<file path="config.mk">
export PLATFORM = sky130hd
export DESIGN_NAME = sram_mem_ctrl
export DESIGN_NICKNAME = d
export VERILOG_FILES = /design/src/rtl/mem_ctrl_pkg.sv /design/src/rtl/sram_mem_ctrl_wait_counter.sv /design/src/rtl/sram_mem_ctrl.sv
export SDC_FILE = /design/constraint.sdc
export NUM_CORES = 1
export LEC_CHECK = 0
export BUFFER_PORTS_ARGS = -buffer_cell sky130_fd_sc_hd__buf_2
export CORE_MARGIN = 2
export CORE_UTILIZATION = 50
export DETAILED_ROUTE_END_ITERATION = 10
export HOLD_SLACK_MARGIN = 0.1
export PLACE_DENSITY = 0.85
export SYNTH_ARGS = -nofsm -noshare
export SYNTH_HDL_FRONTEND = slang
export SYNTH_SLANG_ARGS = --single-unit
</file>
<file path="constraint.sdc">
create_clock -name clk -period 8.92 [get_ports clk]
set_input_delay 1.784 -clock clk [delete_from_list [all_inputs] [get_ports clk]]
set_output_delay 1.784 -clock clk [all_outputs]
set_load 0.005 [all_outputs]
</file>
<file path="src/rtl/mem_ctrl_pkg.sv">
// Shared definitions for the MEM-stage SRAM controller: state encoding and
// default timing/geometry parameters.
package mem_ctrl_pkg;

  typedef enum logic [1:0] {
    ST_IDLE = 2'd0,
    ST_LO   = 2'd1,
    ST_HI   = 2'd2,
    ST_DONE = 2'd3
  } state_t;

  localparam int DEF_WAIT_CYCLES = 2;
  localparam int DEF_SRAM_AW     = 18;

  // One spare bit so the terminal value never sits at the top of the range.
  function automatic int cnt_width(input int wait_cycles);
    return $clog2(wait_cycles) + 1;
  endfunction

endpackage

</file>
<file path="src/rtl/sram_mem_ctrl_wait_counter.sv">
// Wait-state counter for one SRAM half access: cleared when idle, counts while
// enabled and flags the last cycle of the half phase.
module wait_counter
  import mem_ctrl_pkg::*;
#(
  parameter int WAIT_CYCLES = DEF_WAIT_CYCLES
) (
  input  logic i_clk,
  input  logic i_rst,
  input  logic i_clr,
  input  logic i_en,
  output logic o_tc
);

  localparam int            CW     = cnt_width(WAIT_CYCLES);
  localparam logic [CW-1:0] TC_VAL = CW'(WAIT_CYCLES - 1);

  logic [CW-1:0] r_cnt;

  always_ff @(posedge i_clk) begin
    if (i_rst || i_clr) begin
      r_cnt <= '0;
    end else if (i_en) begin
      r_cnt <= r_cnt + CW'(1);
    end
  end

  assign o_tc = i_en && (r_cnt == TC_VAL);

endmodule

</file>
<file path="src/rtl/sram_mem_ctrl.sv">
// Splits each 32-bit MEM-stage load/store into low/high 16-bit accesses on a
// wait-stated single-port SRAM, freezing the pipeline until the access ends.
module sram_mem_ctrl
  import mem_ctrl_pkg::*;
#(
  parameter int WAIT_CYCLES = DEF_WAIT_CYCLES,
  parameter int SRAM_AW     = DEF_SRAM_AW
) (
  input  logic               clk,
  input  logic               rst,
  input  logic               mem_r_en,
  input  logic               mem_w_en,
  input  logic [31:0]        address,
  input  logic [31:0]        st_val,
  output logic [31:0]        rdata,
  output logic               ready,
  output logic               freeze,
  output logic [SRAM_AW-1:0] sram_addr,
  output logic               sram_we_n,
  output logic [15:0]        sram_dq_out,
  output logic               sram_dq_oe,
  input  logic [15:0]        sram_dq_in
);

  state_t             r_state;
  state_t             w_state_nxt;
  logic               r_wr;
  logic [SRAM_AW-2:0] r_haddr;
  logic [31:0]        r_wdata;
  logic [31:0]        r_rdata;
  logic               w_req;
  logic               w_start;
  logic               w_cnt_en;
  logic               w_cnt_clr;
  logic               w_tc;
  logic               w_unused_addr;

  assign w_req         = mem_r_en | mem_w_en;
  assign w_start       = (r_state == ST_IDLE) && w_req;
  assign w_cnt_en      = (r_state == ST_LO) || (r_state == ST_HI);
  assign w_cnt_clr     = ~w_cnt_en | w_tc;
  assign w_unused_addr = ^{address[31:SRAM_AW+1], address[1:0]};

  wait_counter #(
    .WAIT_CYCLES (WAIT_CYCLES)
  ) u_wait (
    .i_clk (clk),
    .i_rst (rst),
    .i_clr (w_cnt_clr),
    .i_en  (w_cnt_en),
    .o_tc  (w_tc)
  );

  always_ff @(posedge clk) begin
    if (rst) begin
      r_state <= ST_IDLE;
    end else begin
      r_state <= w_state_nxt;
    end
  end

  always_comb begin
    w_state_nxt = r_state;
    case (r_state)
      ST_IDLE: if (w_req) w_state_nxt = ST_LO;
      ST_LO:   if (w_tc)  w_state_nxt = ST_HI;
      ST_HI:   if (w_tc)  w_state_nxt = ST_DONE;
      ST_DONE: w_state_nxt = ST_IDLE;
      default: w_state_nxt = ST_IDLE;
    endcase
  end

  always_comb begin
    ready       = 1'b0;
    sram_we_n   = 1'b1;
    sram_dq_oe  = 1'b0;
    sram_addr   = '0;
    sram_dq_out = '0;
    case (r_state)
      ST_LO: begin
        sram_addr = {r_haddr, 1'b0};
        if (r_wr) begin
          sram_we_n   = 1'b0;
          sram_dq_oe  = 1'b1;
          sram_dq_out = r_wdata[15:0];
        end
      end
      ST_HI: begin
        sram_addr = {r_haddr, 1'b1};
        if (r_wr) begin
          sram_we_n   = 1'b0;
          sram_dq_oe  = 1'b1;
          sram_dq_out = r_wdata[31:16];
        end
      end
      ST_DONE: ready = 1'b1;
      default: ready = 1'b0;
    endcase
  end

  // Request is latched at launch so a dropped request still finishes as issued;
  // a simultaneous read+write request is a write.
  always_ff @(posedge clk) begin
    if (rst) begin
      r_wr <= 1'b0;
    end else if (w_start) begin
      r_wr <= mem_w_en;
    end
  end

  always_ff @(posedge clk) begin
    if (w_start) begin
      r_haddr <= address[SRAM_AW:2];
      r_wdata <= st_val;
    end
  end

  always_ff @(posedge clk) begin
    if (rst) begin
      r_rdata <= '0;
    end else if (!r_wr && w_tc) begin
      if (r_state == ST_LO) begin
        r_rdata[15:0] <= sram_dq_in;
      end else begin
        r_rdata[31:16] <= sram_dq_in;
      end
    end
  end

  assign rdata  = r_rdata;
  assign freeze = w_req & ~ready;

endmodule
</file>
======== Word-level counts from Yosys, hierarchy flattened ========
Index checks and enable logic that the tools add are counted.
word-level totals
  register bits ........................... 86
  bits of input ports ..................... 84
  logic and storage cells ................. 45
operators by class
  add/subtract/negate cells ............... 1
  equality and inequality tests ........... 7
  mux-type cells .......................... 13
  bitwise operators ....................... 6
  reductions and logical operators ........ 11
operators with widths
  cell                                                 number
  one-hot mux 18 bit (2 select lines)                  1
  2-to-1 mux 16 bit                                    2
  one-hot mux 16 bit (2 select lines)                  1
  one-hot mux 2 bit (4 select lines)                   1
  2-to-1 mux 2 bit                                     3
  inequality test 2 bit, second input constant         3
  2-to-1 mux 1 bit                                     5
  equality test 2 x 1 -> 1 bit, second input constant  2
  equality test 2 bit, second input constant           2
  AND reduction 2 bit                                  2
  logical AND 1 bit                                    3
  NOT 1 bit                                            3
  AND reduction 3 bit                                  1
  adder 2 x 1 -> 2 bit, second input constant          1
  zero test 2 bit                                      1
  logical OR 1 bit                                     2
  OR 1 bit                                             2
  OR reduction 2 bit                                   1
  bitwise AND 1 bit                                    1
  zero test 1 bit                                      1

======== Longest topological paths before layout ========
  word-level depth ........................ 5
  gate-level depth with buffers ........... 8
  depth with buffers taken out ............ 5

======== Modules after synthesis ========
From an unflattened synthesis, not the netlist that was laid out.
unflattened totals
  cell total of the unflattened synthesis .. 289
  area total of the unflattened synthesis .. 3300.7 um2
modules (own cells, without submodules)
  module         times used  cells an instance  area each (um2)  seq. area each (um2)
  sram_mem_ctrl  1           280                3199.3           2172.1
  wait_counter   1           9                  101.3            40.0

======== Worst setup path before layout ========
Ideal clock, no wire load.
  path kind ............................... input port to flip-flop
  start point ............................. in mem_w_en
  end point ............................... reg r_haddr[0], enable pin
  data arrival time ....................... 4.006 ns
  required time ........................... 8.459 ns
  setup slack ............................. 4.453 ns
  stages .................................. 2
  buffers on the path ..................... 0
  cells stage by stage .................... nor2_1 > nor2b_1
between the ends
  cells in the longest elaborated chain, start to end .. 2
ends and longest elaborated chain
  element               line                  source
  start, declared       sram_mem_ctrl.sv:12   input logic mem_w_en,
  OR 1 bit              sram_mem_ctrl.sv:38   assign w_req = mem_r_en | mem_w_en;
  logical AND 1 bit     sram_mem_ctrl.sv:39   assign w_start = (r_state == ST_IDLE) && w_req;
  named net w_start     sram_mem_ctrl.sv:32   logic w_start;
  end signal, assigned  sram_mem_ctrl.sv:113  r_haddr <= address[SRAM_AW:2];
  end, declared         sram_mem_ctrl.sv:28   logic [SRAM_AW-2:0] r_haddr;
The timed path passes the listed nets, and every way through them passes these cells.
A chain may end at the register's enable or synchronous reset.

======== Worst setup path in the final report ========
  start point ............................. in mem_w_en
  end point ............................... out freeze
between the ends
  cells in the longest elaborated chain, start to end .. 2
ends and longest elaborated chain
  element            line                  source
  OR 1 bit           sram_mem_ctrl.sv:38
  bitwise AND 1 bit  sram_mem_ctrl.sv:131  assign freeze = w_req & ~ready;
  end, declared      sram_mem_ctrl.sv:17   output logic freeze,
Every way passes these cells.

==> results.md <==
- Fin. Hold Viols: 0
- Die Wd: about 86 um
- Number of max-cap violations: 0
- # fillers: 497
- Initial DRT Pass Iterations: 6
- Post-DRT Antenna Nets: 0
- Vias in the first global route: around 2.4k
- Area Overhead vs Synth: 26.4%
- Die ar.: around 0.0074 mm^2
- Number of placement rows: 29
- I/O pin total: between 150 and 200
- Depth of the CTS H-tree: 3
- Worst clock skew: between 0.008 and 0.009 ns
- #FFs+latches synth: 86
- Initial drt markers: 80
- Layout cells sized above 1: approximately two fifths
- RSZ-0062 raised after global routing: no
- Cell area after synthesis: 0.00336 mm^2
- Worst Path Class, Setup: in -> out
- CP Launch Type: input port
- Hold/Removal Path Class: reg -> reg
- Final WL: roughly 7.3 mm
- CTS tree: yes
- Hold Worst Slack: roughly 0.43 ns
- Reg clk slew, reported paths: roughly 0.080 ns
- DIE HEIGHT: about 86 um
- Clk buf depth: 2
- Synth cell types: 27
- Synth area leaders: edfxtp_1 44%, dfxtp_1 22%, nand2_1 7.4%, a21oi_2 3.9%, a22oi_1 3.8%
- Max-slew violations: 0
- Setup ws final: 4.82 ns
- WL per Instance: roughly 15 um
- Num CTS Buffers: 9
- P_leak: between 1.5 and 2 nW
- Mapped Cells: between 200 and 300
- Post-cts hold buffer count: 0
- First-pass GRT wire length: between 10 and 15 mm
- Syn nets: approximately 380
- Initial Utilization: a little over half
- Sequential element share of the synthesized area: 65.8%
- Postcts setup bufs: 0
- Placed instance area: 0.00404 mm^2
- Critical path endpoint category: output port
- Clock Sinks: 86
- Status: complete, no violations
- DRC viols: 0
- Clk_lat worst skew: approximately 0.35 ns
- PortBufs: 138
- Final core occ: about 66%
- DP Wirelength: between 5 and 6 mm
- Slew Limit Headroom: between 40% and 50%
- Via Count: approximately 2.5k
- GRT Overall Usage: 19.4%
- Fin nets: 511
- Placer congestion estimate: 0.770
- Synth top area share: a little over two fifths
- Power per cell area: ~270 mW/mm^2
- CP required: around 7.1 ns
- Cts repair resizes: 0
- Worst slack, placed: just under 5 ns
- GRT overflow: 0
- Yosys warnings: 0
- Largest net degree at the start of global routing: 50
- Post-route clock period utilization: around 46%
- Max Clk Rate: roughly 240 MHz
- Synth area leader: edfxtp_1
- Tmin final: 4.10 ns
- Final instance area: between 0.004 and 0.005 mm^2
- Setup TNS: 0 ns
- Clk root buf: clkbuf_8
- Antenna cells: 0
- Avg Synthesized Cell Area: 11.7 um^2
- Final Setup Violations: 0
- Detailed-route vias per instance: roughly 5
- Slew @ Worst Pin: about 0.78 ns
- Worst EP arrival: between 2 and 2.5 ns
- Core Region: roughly 0.0064 mm^2
- CP Max Fanout: 3
- Worst vdd ir: 130 uV
- Initial antenna violation count: 0
-- flip-flops by register name, indices dropped and copies added, names as in the netlist --
name	count
r_wdata	32
r_wr	1
r_haddr	17
u_wait.r_cnt	2
r_state	2
rdata	32
-- worst paths after layout --
path	startpoint	endpoint	slack, ns	cells after the start
worst max-delay path	mem_w_en	freeze	4.82	4
worst min-delay path	u_wait.r_cnt[0]$_SDFFE_PP0P_	u_wait.r_cnt[0]$_SDFFE_PP0P_	0.43	1
worst max register to register	r_state[1]$_SDFFE_PP0P_	rdata[12]$_SDFFE_PP0P_	6.65	5
worst min register to register	u_wait.r_cnt[0]$_SDFFE_PP0P_	u_wait.r_cnt[0]$_SDFFE_PP0P_	0.43	1
-- critical path, cell delays in order --
cell    delay, ns
buf_2        0.11
nor2_1       0.23
nor2_1       0.06
buf_2        0.13
-- kinds of logic after synthesis --
group / Yosys count / share of synthesized area [%]
simple gates: 116 / 15.9
flops: 86 / 65.8
compound gates: 54 / 11.1
buf+inv: 23 / 4.24
fa+ha+maj: 8 / 2.98
-- metrics by stage --
step / total power, mW / cells
2_1_floorplan: 0.776 / 287
3_3_place_gp: 0.850 / 485
3_5_place_dp: 0.865 / 485
4_1_cts: 1.15 / 501
5_1_grt: 1.20 / 501
6_report: 1.13 / 501
-- Yosys cell counts --
| cell type | instances |
|---|---|
| and4b_1 | 1 |
| or3_1 | 3 |
| buf_8 | 2 |
| and4bb_1 | 1 |
| buf_2 | 5 |
| clkbuf_2 | 1 |
| dfxtp_1 | 37 |
| o21ai_0 | 2 |
| and2_1 | 17 |
| a21oi_2 | 15 |
| clkbuf_1 | 4 |
| buf_4 | 3 |
| nand4bb_1 | 1 |
| buf_6 | 2 |
| nand2_1 | 66 |
| nor3b_1 | 1 |
| nor2_4 | 1 |
| ha_1 | 8 |
| a21oi_1 | 19 |
| a2bb2oi_1 | 1 |
| inv_1 | 5 |
| nor2_1 | 23 |
| a22oi_1 | 17 |
| buf_1 | 1 |
| nand4b_2 | 1 |
| edfxtp_1 | 49 |
| nor2b_1 | 1 |
-- area by class of cell --
| cell class | instances | area (um^2) | area share, % |
|---|---|---|---|
| flip-flops and latches | 86 | 2210 | 52.1 |
| well taps | 77 | 96.3 | 2.27 |
| clock buffers | 11 | 153 | 3.59 |
| inverters | 5 | 18.8 | 0.442 |
| multi-input cells | 178 | 1010 | 23.9 |
| clock inverters | 5 | 55.1 | 1.30 |
| repair buffers | 139 | 698 | 16.4 |
-- placed cells by master, fill, tap and decap left out, types with 2 or more instances in the layout --
cell      count
nand2_1      66
a21oi_2      15
a21oi_1      19
and2_1       17
nor2_1       23
or3_1         3
clkbuf_8      9
ha_1          8
o21ai_0       2
dfxtp_1      37
inv_1         5
clkinv_2      2
buf_2       138
edfxtp_1     49
a22oi_1      17
-- power by group --
part,leakage (nW),switching (mW),internal [mW]
registers,0.779,0.0291,0.536
logic,0.953,0.179,0.110
clock network,0.109,0.133,0.147
total,1.84,0.342,0.793
-- layer usage --
metal / global-route usage (%) / wire length, um / vias to the layer above
li1: - / - / 1244
met1: 22.5 / 2930 / 1174
met2: 33.6 / 3520 / 118
met3: 6.74 / 804 / 11
met4: 6.35 / 74 / 0
met5: 0 / 0 / -
Note: power is estimated with default switching activity, not from simulation.
